File: config.mk
export PLATFORM = sky130hd
export DESIGN_NAME = err_monitor
export DESIGN_NICKNAME = d
export VERILOG_FILES = /design/src/rtl/err_monitor.sv
export SDC_FILE = /design/constraint.sdc
export NUM_CORES = 1
export LEC_CHECK = 0
export ABC_AREA = 0
export CAP_MARGIN = 20
export CELL_PAD_IN_SITES_DETAIL_PLACEMENT = 0
export CELL_PAD_IN_SITES_GLOBAL_PLACEMENT = 1
export CORE_MARGIN = 2
export CORE_UTILIZATION = 45
export DETAILED_ROUTE_END_ITERATION = 16
export MAX_ROUTING_LAYER = met4
export PLACE_DENSITY = 0.95
export SYNTH_ARGS = -nofsm -noshare
export SYNTH_HDL_FRONTEND = slang
export SYNTH_SLANG_ARGS = --single-unit
File: constraint.sdc
create_clock -name i_clk -period 4.6 [get_ports i_clk]
set_clock_uncertainty 0.2 [all_clocks]
set_input_delay 0.46 -clock i_clk [delete_from_list [all_inputs] [get_ports i_clk]]
set_output_delay 0.46 -clock i_clk [all_outputs]
set_load 0.1 [all_outputs]
File: src/rtl/err_monitor.sv
// Error indicator front end: masks and registers error strobes, stretches them into a visible
// hold level, and keeps a saturating count, a sticky flag and the first-firing source set.
module err_monitor #(
  parameter int unsigned NERR       = 8,
  parameter int unsigned CNTW       = 16,
  parameter int unsigned MXPRE      = 24,
  parameter int unsigned HOLD_TICKS = 4
) (
  input  logic            i_clk,
  input  logic            i_rst,
  input  logic [NERR-1:0] i_err_in,
  input  logic [NERR-1:0] i_err_mask,
  input  logic            i_clear,
  output logic            o_err,
  output logic            o_err_pulse,
  output logic            o_err_sticky,
  output logic [CNTW-1:0] o_err_cnt,
  output logic [NERR-1:0] o_first_src
);

  localparam int unsigned HW = 4;

  typedef enum logic {S_IDLE, S_HOLD} state_t;

  state_t          r_state;
  state_t          w_state_nxt;
  logic [HW-1:0]   r_hold_cnt;
  logic [HW-1:0]   w_hold_nxt;
  logic [NERR-1:0] r_err_r;
  logic [MXPRE-1:0] r_pre;
  logic            w_hit;
  logic            w_tick;

  logic            w_err_nxt;
  logic            w_pulse_nxt;
  logic            w_sticky_nxt;
  logic [CNTW-1:0] w_cnt_nxt;
  logic [NERR-1:0] w_first_nxt;

  assign w_hit  = |r_err_r;
  assign w_tick = &r_pre;

  // Stage 1 capture and the free-running hold prescaler (clear does not touch either)
  always_ff @(posedge i_clk or posedge i_rst) begin
    if (i_rst) begin
      r_err_r <= '0;
      r_pre   <= '0;
    end else begin
      r_err_r <= i_err_in & i_err_mask;
      r_pre   <= r_pre + MXPRE'(1);
    end
  end

  always_ff @(posedge i_clk or posedge i_rst) begin
    if (i_rst) begin
      r_state    <= S_IDLE;
      r_hold_cnt <= '0;
    end else begin
      r_state    <= w_state_nxt;
      r_hold_cnt <= w_hold_nxt;
    end
  end

  // Hold FSM: a hit always reloads, so a coincident tick never decrements
  always_comb begin
    w_state_nxt = r_state;
    w_hold_nxt  = r_hold_cnt;
    if (i_clear) begin
      w_state_nxt = S_IDLE;
      w_hold_nxt  = '0;
    end else begin
      case (r_state)
        S_IDLE: begin
          if (w_hit) begin
            w_state_nxt = S_HOLD;
            w_hold_nxt  = HW'(HOLD_TICKS);
          end
        end
        S_HOLD: begin
          if (w_hit) begin
            w_hold_nxt = HW'(HOLD_TICKS);
          end else if (w_tick) begin
            if (r_hold_cnt == HW'(1)) begin
              w_state_nxt = S_IDLE;
              w_hold_nxt  = '0;
            end else begin
              w_hold_nxt = r_hold_cnt - HW'(1);
            end
          end
        end
        default: begin
          w_state_nxt = S_IDLE;
          w_hold_nxt  = '0;
        end
      endcase
    end
  end

  always_comb begin
    w_pulse_nxt  = 1'b0;
    w_sticky_nxt = o_err_sticky;
    w_cnt_nxt    = o_err_cnt;
    w_first_nxt  = o_first_src;
    w_err_nxt    = (w_state_nxt == S_HOLD);
    if (i_clear) begin
      w_sticky_nxt = 1'b0;
      w_cnt_nxt    = '0;
      w_first_nxt  = '0;
    end else if (w_hit) begin
      w_pulse_nxt = 1'b1;
      if (o_err_cnt != {CNTW{1'b1}}) begin
        w_cnt_nxt = o_err_cnt + CNTW'(1);
      end
      if (!o_err_sticky) begin
        w_sticky_nxt = 1'b1;
        w_first_nxt  = r_err_r;
      end
    end
  end

  always_ff @(posedge i_clk or posedge i_rst) begin
    if (i_rst) begin
      o_err        <= 1'b0;
      o_err_pulse  <= 1'b0;
      o_err_sticky <= 1'b0;
      o_err_cnt    <= '0;
      o_first_src  <= '0;
    end else begin
      o_err        <= w_err_nxt;
      o_err_pulse  <= w_pulse_nxt;
      o_err_sticky <= w_sticky_nxt;
      o_err_cnt    <= w_cnt_nxt;
      o_first_src  <= w_first_nxt;
    end
  end

endmodule
==> results.sh, run 1 <==
export IMPL_timing_rr_start="o_err_cnt[0]$_DFFE_PP0P_"
export IMPL_worst_path_max_delay_cell="clkdlybuf4s50_1"
export IMPL_coreArea_um2=6350
export IMPL_synth_edf_count=0
export IMPL_first_pass_iters=4
export IMPL_total_power_mw=1.13
export IMPL_cp_arrival_ns=1.98
export IMPL_path_buf_inv=1
export IMPL_drc=0
export IMPL_layout_common_cells="dfrtp_1, clkdlybuf4s50_1, nor2_1, a21oi_1, xnor2_1"
export IMPL_rsz0062_at_grt="false"
export IMPL_cts_made_buffers=9
export IMPL_ys_flop_type="dfrtp_1"
export IMPL_finalSetupViolCount=0
export IMPL_track_usage=0.181
export IMPL_die_x_um=85.0
export IMPL_place_congestion=0.767
export IMPL_internal_power_mw=0.828
export IMPL_status="completed"
export IMPL_clk_latency_ns=0.34
export IMPL_cts_setup_buffers=0
export IMPL_h_tree_depth=3
export IMPL_period_share=0.574
export IMPL_rows=29
export IMPL_numClockSinks=63
export IMPL_grt_pass1_wl_mm=10.2
export IMPL_avgSynthCellArea_um2=10.8
export IMPL_final_common_cell="dfrtp_1"
export IMPL_nets=351
export IMPL_cp_top_family="buffers and inverters"
export IMPL_synth_seq_cells=63
export IMPL_cp_cell_sequence="clkdlybuf4s50_1"
export IMPL_hp_class="reg2reg"
export IMPL_swShare=0.269
export IMPL_drt_iter0_markers=149
export IMPL_critPathMaxStageDelay_ns=1.18
export IMPL_nFillCells=545
export IMPL_postRouteWirelength_mm=5.97
export IMPL_min_from="r_pre[8]$_DFF_PP0_"
export IMPL_syn_nets=297
export IMPL_synth_top_area_cell="dfrtp_1"
export IMPL_drive_gt1_frac=0.0901
export IMPL_slew_viol_final=0
export IMPL_worstMarginPinSlew_ns=0.987
export IMPL_vdd_ir_drop_worst_uv=201
export IMPL_worst_setup_path_type="reg2out"
export IMPL_insertedDiodeCount=0
export IMPL_max_freq_ghz=0.379
export IMPL_ios=46
export IMPL_period_minus_slack_ns=2.64
export IMPL_power_density_nw_per_um2=308
export IMPL_cap_violations=0
export IMPL_crit_start="o_err_cnt[12]$_DFFE_PP0P_"
export IMPL_yosysTopAreaCellShare=0.535
export IMPL_grt_max_degree=36
export IMPL_hold_buffers=0
export IMPL_dp_hpwl_mm=4.11
export IMPL_portBuffers=45
export IMPL_ys_types=45
export IMPL_yosysSeqAreaShare=0.535
export IMPL_die_area_um2=7220
export IMPL_grt_pass1_vias=2213
export IMPL_area_delta_synth_final_pct=24.6
export IMPL_viasPerCell=5.64
export IMPL_seqPwrFrac=0.508
export IMPL_synth_area_leaders="dfrtp_1, xnor2_1, nand4_1, a21oi_1, nor2_1"
export IMPL_p_switching_mw=0.305
export IMPL_ant_nets=0
export IMPL_cp_max_fo=8
export IMPL_clock_root_buffer="clkbuf_8"
export IMPL_hold_viol=0
export IMPL_clk_path_buf_depth=2
export IMPL_vias=2311
export IMPL_tns_ns=0
export IMPL_cts_clk_slew_worst_paths_ns=0.07
export IMPL_initial_core_util=0.464
export IMPL_p_leak_nw=1.51
export IMPL_post_cts_resized=0
export IMPL_fp_dieH_um=85.0
export IMPL_comb_power_share=0.116
export IMPL_overflow=0
export IMPL_relSlewSlack=0.340
export IMPL_start_kind="register"
export IMPL_cp_required_ns=3.94
export IMPL_synth_cells=274
export IMPL_antenna_found_initial=0
export IMPL_async_flop_share=1.00
export IMPL_wl_per_cell_um=14.6
export IMPL_yosysWarnings=0
export IMPL_syn_area_um2=2950
export IMPL_crit_path_end_kind="output port"
export IMPL_clock_power_share=0.376
export IMPL_cts_tree="done"
-- logic make-up (layout without fill, tap and decap cells) --
group           after synthesis  after routing  synth area share
mux                           4              4            0.0153
simple gates                120            120             0.249
fa+ha+maj                     4              4            0.0170
xor+xnor                     23             23            0.0683
flops                        63             63             0.535
buf+inv                      16             75            0.0212
compound gates               44             44            0.0946
-- cells in the mapped netlist, drive strengths merged, types with 5 or more instances --
| master | number |
|---|---|
| nor4 | 7 |
| nand3 | 13 |
| dfrtp | 63 |
| a21oi | 16 |
| nand4 | 14 |
| nand2 | 9 |
| and3 | 5 |
| xor2 | 7 |
| o31ai | 7 |
| or4 | 11 |
| o21ai | 7 |
| nor2 | 22 |
| and4 | 7 |
| nor3 | 5 |
| a22oi | 8 |
| xnor2 | 16 |
| and2 | 8 |
| inv | 9 |
-- registers in the layout, indices dropped and copies added (netlist names) --
signal	cells
o_first_src	8
r_pre	24
o_err_pulse	1
r_hold_cnt	4
r_err_r	8
o_err	1
o_err_cnt	16
o_err_sticky	1
-- routing by layer --
layer  wire length, um  up-vias  share of wire  track usage
li1                  -     1127              -            -
met1              2850     1115           0.48        0.234
met2              2740       60           0.46        0.273
met3               273        9          0.046       0.0477
met4               107        0          0.018       0.0750
met5                 0        -              0            -
-- through the flow --
| stage | instances | area [um^2] | util | hold slack, ns | setup slack (ns) |
|---|---|---|---|---|---|
| 2_1_floorplan | 274 | 2950 | - | 0.238 | 1.86 |
| 3_3_place_gp | 393 | 3490 | 0.550 | 0.257 | 1.81 |
| 5_1_grt | 410 | 3670 | 0.579 | 0.280 | 1.89 |
| 3_5_place_dp | 393 | 3490 | 0.550 | 0.261 | 1.73 |
| 6_report | 410 | 3670 | 0.579 | 0.272 | 1.96 |
| 4_1_cts | 409 | 3670 | 0.578 | 0.275 | 1.90 |
-- cell type report --
class	instances	area, um^2	share of cell area
Clock buffer	13	159	0.0432
Clock inverter	3	17.5	0.00477
Inverter	10	37.5	0.0102
Multi-Input combinational cell	195	1310	0.356
Sequential cell	63	1580	0.429
Tap cell	77	96.3	0.0262
Timing Repair Buffer	49	478	0.130
-- path summary, 6_finish.rpt --
kind,end,slack [ns],cells after the start
min in group asynchronous,r_err_r[3]$_DFF_PP0_,0.31,2
min reg2reg,r_pre[8]$_DFF_PP0_,0.27,1
max,o_err_cnt[12],1.96,1
min,r_pre[8]$_DFF_PP0_,0.27,1
max reg2reg,o_err_cnt[6]$_DFFE_PP0P_,2.23,5
max in group asynchronous,r_pre[10]$_DFF_PP0_,3.00,3
-- power by group through the flow --
stage | Sequential (mW) | Clock [mW] | Combinational, mW
floorplan | 0.639 | 0 | 0.0359
global placement | 0.585 | 0 | 0.131
detailed placement | 0.585 | 0 | 0.133
CTS | 0.575 | 0.439 | 0.133
global route | 0.577 | 0.461 | 0.141
finish | 0.576 | 0.426 | 0.132
Note: power is estimated with default switching activity, not from simulation.
==> run 2, diff against run 1 <==
--- a/config.mk
+++ b/config.mk
@@ -10,10 +10,10 @@
 export CELL_PAD_IN_SITES_DETAIL_PLACEMENT = 0
 export CELL_PAD_IN_SITES_GLOBAL_PLACEMENT = 1
 export CORE_MARGIN = 2
-export CORE_UTILIZATION = 45
+export CORE_UTILIZATION = 42
 export DETAILED_ROUTE_END_ITERATION = 16
 export MAX_ROUTING_LAYER = met4
-export PLACE_DENSITY = 0.95
+export PLACE_DENSITY = 0.91
 export SYNTH_ARGS = -nofsm -noshare
 export SYNTH_HDL_FRONTEND = slang
 export SYNTH_SLANG_ARGS = --single-unit
==> constraint.sdc (replaced) <==
create_clock -name i_clk -period 2.76 [get_ports i_clk]
set_clock_uncertainty 0.2 [all_clocks]
set_input_delay 0.276 -clock i_clk [delete_from_list [all_inputs] [get_ports i_clk]]
set_output_delay 0.276 -clock i_clk [all_outputs]
set_load 0.1 [all_outputs]
==> results.sh, run 2 (synthesized netlist as in run 1, its figures left out) <==
export IMPL_status="completed"
export IMPL_die_area_um2=7710
export IMPL_cp_required_ns=2.78
export IMPL_clk_path_buf_depth=2
export IMPL_layout_common_cells="dfrtp_1, buf_4, nor2_1, clkdlybuf4s50_1"
export IMPL_cp_max_fo=6
export IMPL_rsz0062_at_grt="false"
export IMPL_hp_class="in2async"
export IMPL_cts_made_buffers=9
export IMPL_relSlewSlack=0.616
export IMPL_grt_max_degree=29
export IMPL_drive_gt1_frac=0.188
export IMPL_first_pass_iters=5
export IMPL_area_delta_synth_final_pct=26.6
export IMPL_p_leak_nw=1.62
export IMPL_ant_nets=0
export IMPL_worst_setup_path_type="reg2reg"
export IMPL_track_usage=0.182
export IMPL_final_cells=436
export IMPL_grt_pass1_vias=2288
export IMPL_nFillCells=616
export IMPL_drt_iter0_markers=108
export IMPL_rows=30
export IMPL_numClockSinks=63
export IMPL_crit_start="o_err_cnt[0]$_DFFE_PP0P_"
export IMPL_coreArea_um2=6790
export IMPL_grt_pass1_wl_mm=10.4
export IMPL_cp_cell_sequence="ha_1 > nand4_1 > nand2b_1 > nor4b_1 > mux2_2"
export IMPL_tns_ns=0
export IMPL_power_density_nw_per_um2=557
export IMPL_hold_buffers=0
export IMPL_total_power_mw=2.08
export IMPL_hold_viol=0
export IMPL_worstMarginPinSlew_ns=0.575
export IMPL_clk_latency_ns=0.34
export IMPL_cts_tree="done"
export IMPL_post_cts_resized=0
export IMPL_fp_dieH_um=87.8
export IMPL_slew_viol_final=0
export IMPL_timing_rr_start="o_err_cnt[0]$_DFFE_PP0P_"
export IMPL_overflow=0
export IMPL_worst_path_max_delay_cell="nor4b_1"
export IMPL_cap_violations=0
export IMPL_largest_reg_flops=24
export IMPL_wl_per_cell_um=14.2
export IMPL_insertedDiodeCount=0
export IMPL_portBuffers=45
export IMPL_drc=0
export IMPL_place_inst=420
export IMPL_antenna_found_initial=0
export IMPL_finalSetupViolCount=0
export IMPL_die_x_um=87.8
export IMPL_cts_clk_slew_worst_paths_ns=0.07
export IMPL_clock_root_buffer="clkbuf_8"
export IMPL_ios=46
export IMPL_period_share=0.857
export IMPL_viasPerCell=5.39
export IMPL_final_common_cell="dfrtp_1"
export IMPL_start_kind="register"
export IMPL_critPathMaxStageDelay_ns=0.43
export IMPL_reg_top3="r_pre: 24 flops, o_err_cnt: 16 flops"
export IMPL_cts_setup_buffers=0
export IMPL_period_minus_slack_ns=2.37
export IMPL_initial_core_util=0.434
export IMPL_regMostFlops="r_pre"
export IMPL_postRouteWirelength_mm=6.20
export IMPL_crit_path_end_kind="register"
export IMPL_vdd_ir_drop_worst_uv=247
export IMPL_max_freq_ghz=0.423
export IMPL_h_tree_depth=3
export IMPL_dp_hpwl_mm=4.38
export IMPL_vias=2351
export IMPL_nets=358
export IMPL_cp_arrival_ns=2.38
export IMPL_place_congestion=0.792
-- run 2: final timing paths --
check	cells past startpoint	slack (ns)	to
setup / recovery	5	0.39	o_err_cnt[12]$_DFFE_PP0P_
hold / removal	2	0.12	r_pre[7]$_DFF_PP0_
setup reg to reg	5	0.39	o_err_cnt[12]$_DFFE_PP0P_
hold reg to reg	1	0.27	r_pre[8]$_DFF_PP0_
max in group asynchronous	3	1.54	o_first_src[7]$_DFFE_PP0P_
min in group i_clk	1	0.27	r_pre[8]$_DFF_PP0_
-- run 2: metrics by stage --
stage / hold WS (ns) / utilization / instance area [um^2] / worst slack [ns]
after CTS: 0.133 / 0.550 / 3730 / 0.409
after detailed placement: 0.258 / 0.517 / 3510 / 0.529
final: 0.119 / 0.550 / 3730 / 0.394
after floorplan: 0.205 / - / 2950 / 0.0154
after global routing: 0.182 / 0.550 / 3730 / 0.274
after global placement: 0.257 / 0.517 / 3510 / 0.548
-- run 2: critical path, delay by kind of cell, from the launching register on --
kind / cells / cell delay, ns
mux: 1 / 0.39
simple gates: 3 / 1.02
flops: 1 / 0.42
fa+ha+maj: 1 / 0.22
-- run 2: area by class of cell --
class	instances	area, um^2	share of cell area
flip-flops and latches	63	1580	0.422
multi-input cells	195	1310	0.351
repair buffers	56	465	0.125
clock buffers	13	159	0.0426
well taps	96	120	0.0322
clock inverters	3	65.1	0.0174
inverters	10	37.5	0.0101
-- run 2: power breakdown --
part / total (mW) / internal, mW / switching (mW)
combinational: 0.220 / 0.0645 / 0.155
sequential: 0.960 / 0.943 / 0.0172
clock: 0.902 / 0.557 / 0.344
total: 2.08 / 1.56 / 0.516
-- run 2: per-layer routing --
layer  vias to the layer above  part of all wire  global-route usage
li1                       1145                 -                   -
met1                      1134              0.46               0.222
met2                        62              0.48               0.287
met3                        10             0.037              0.0311
met4                         0             0.024              0.0993
met5                         -                 0                   -
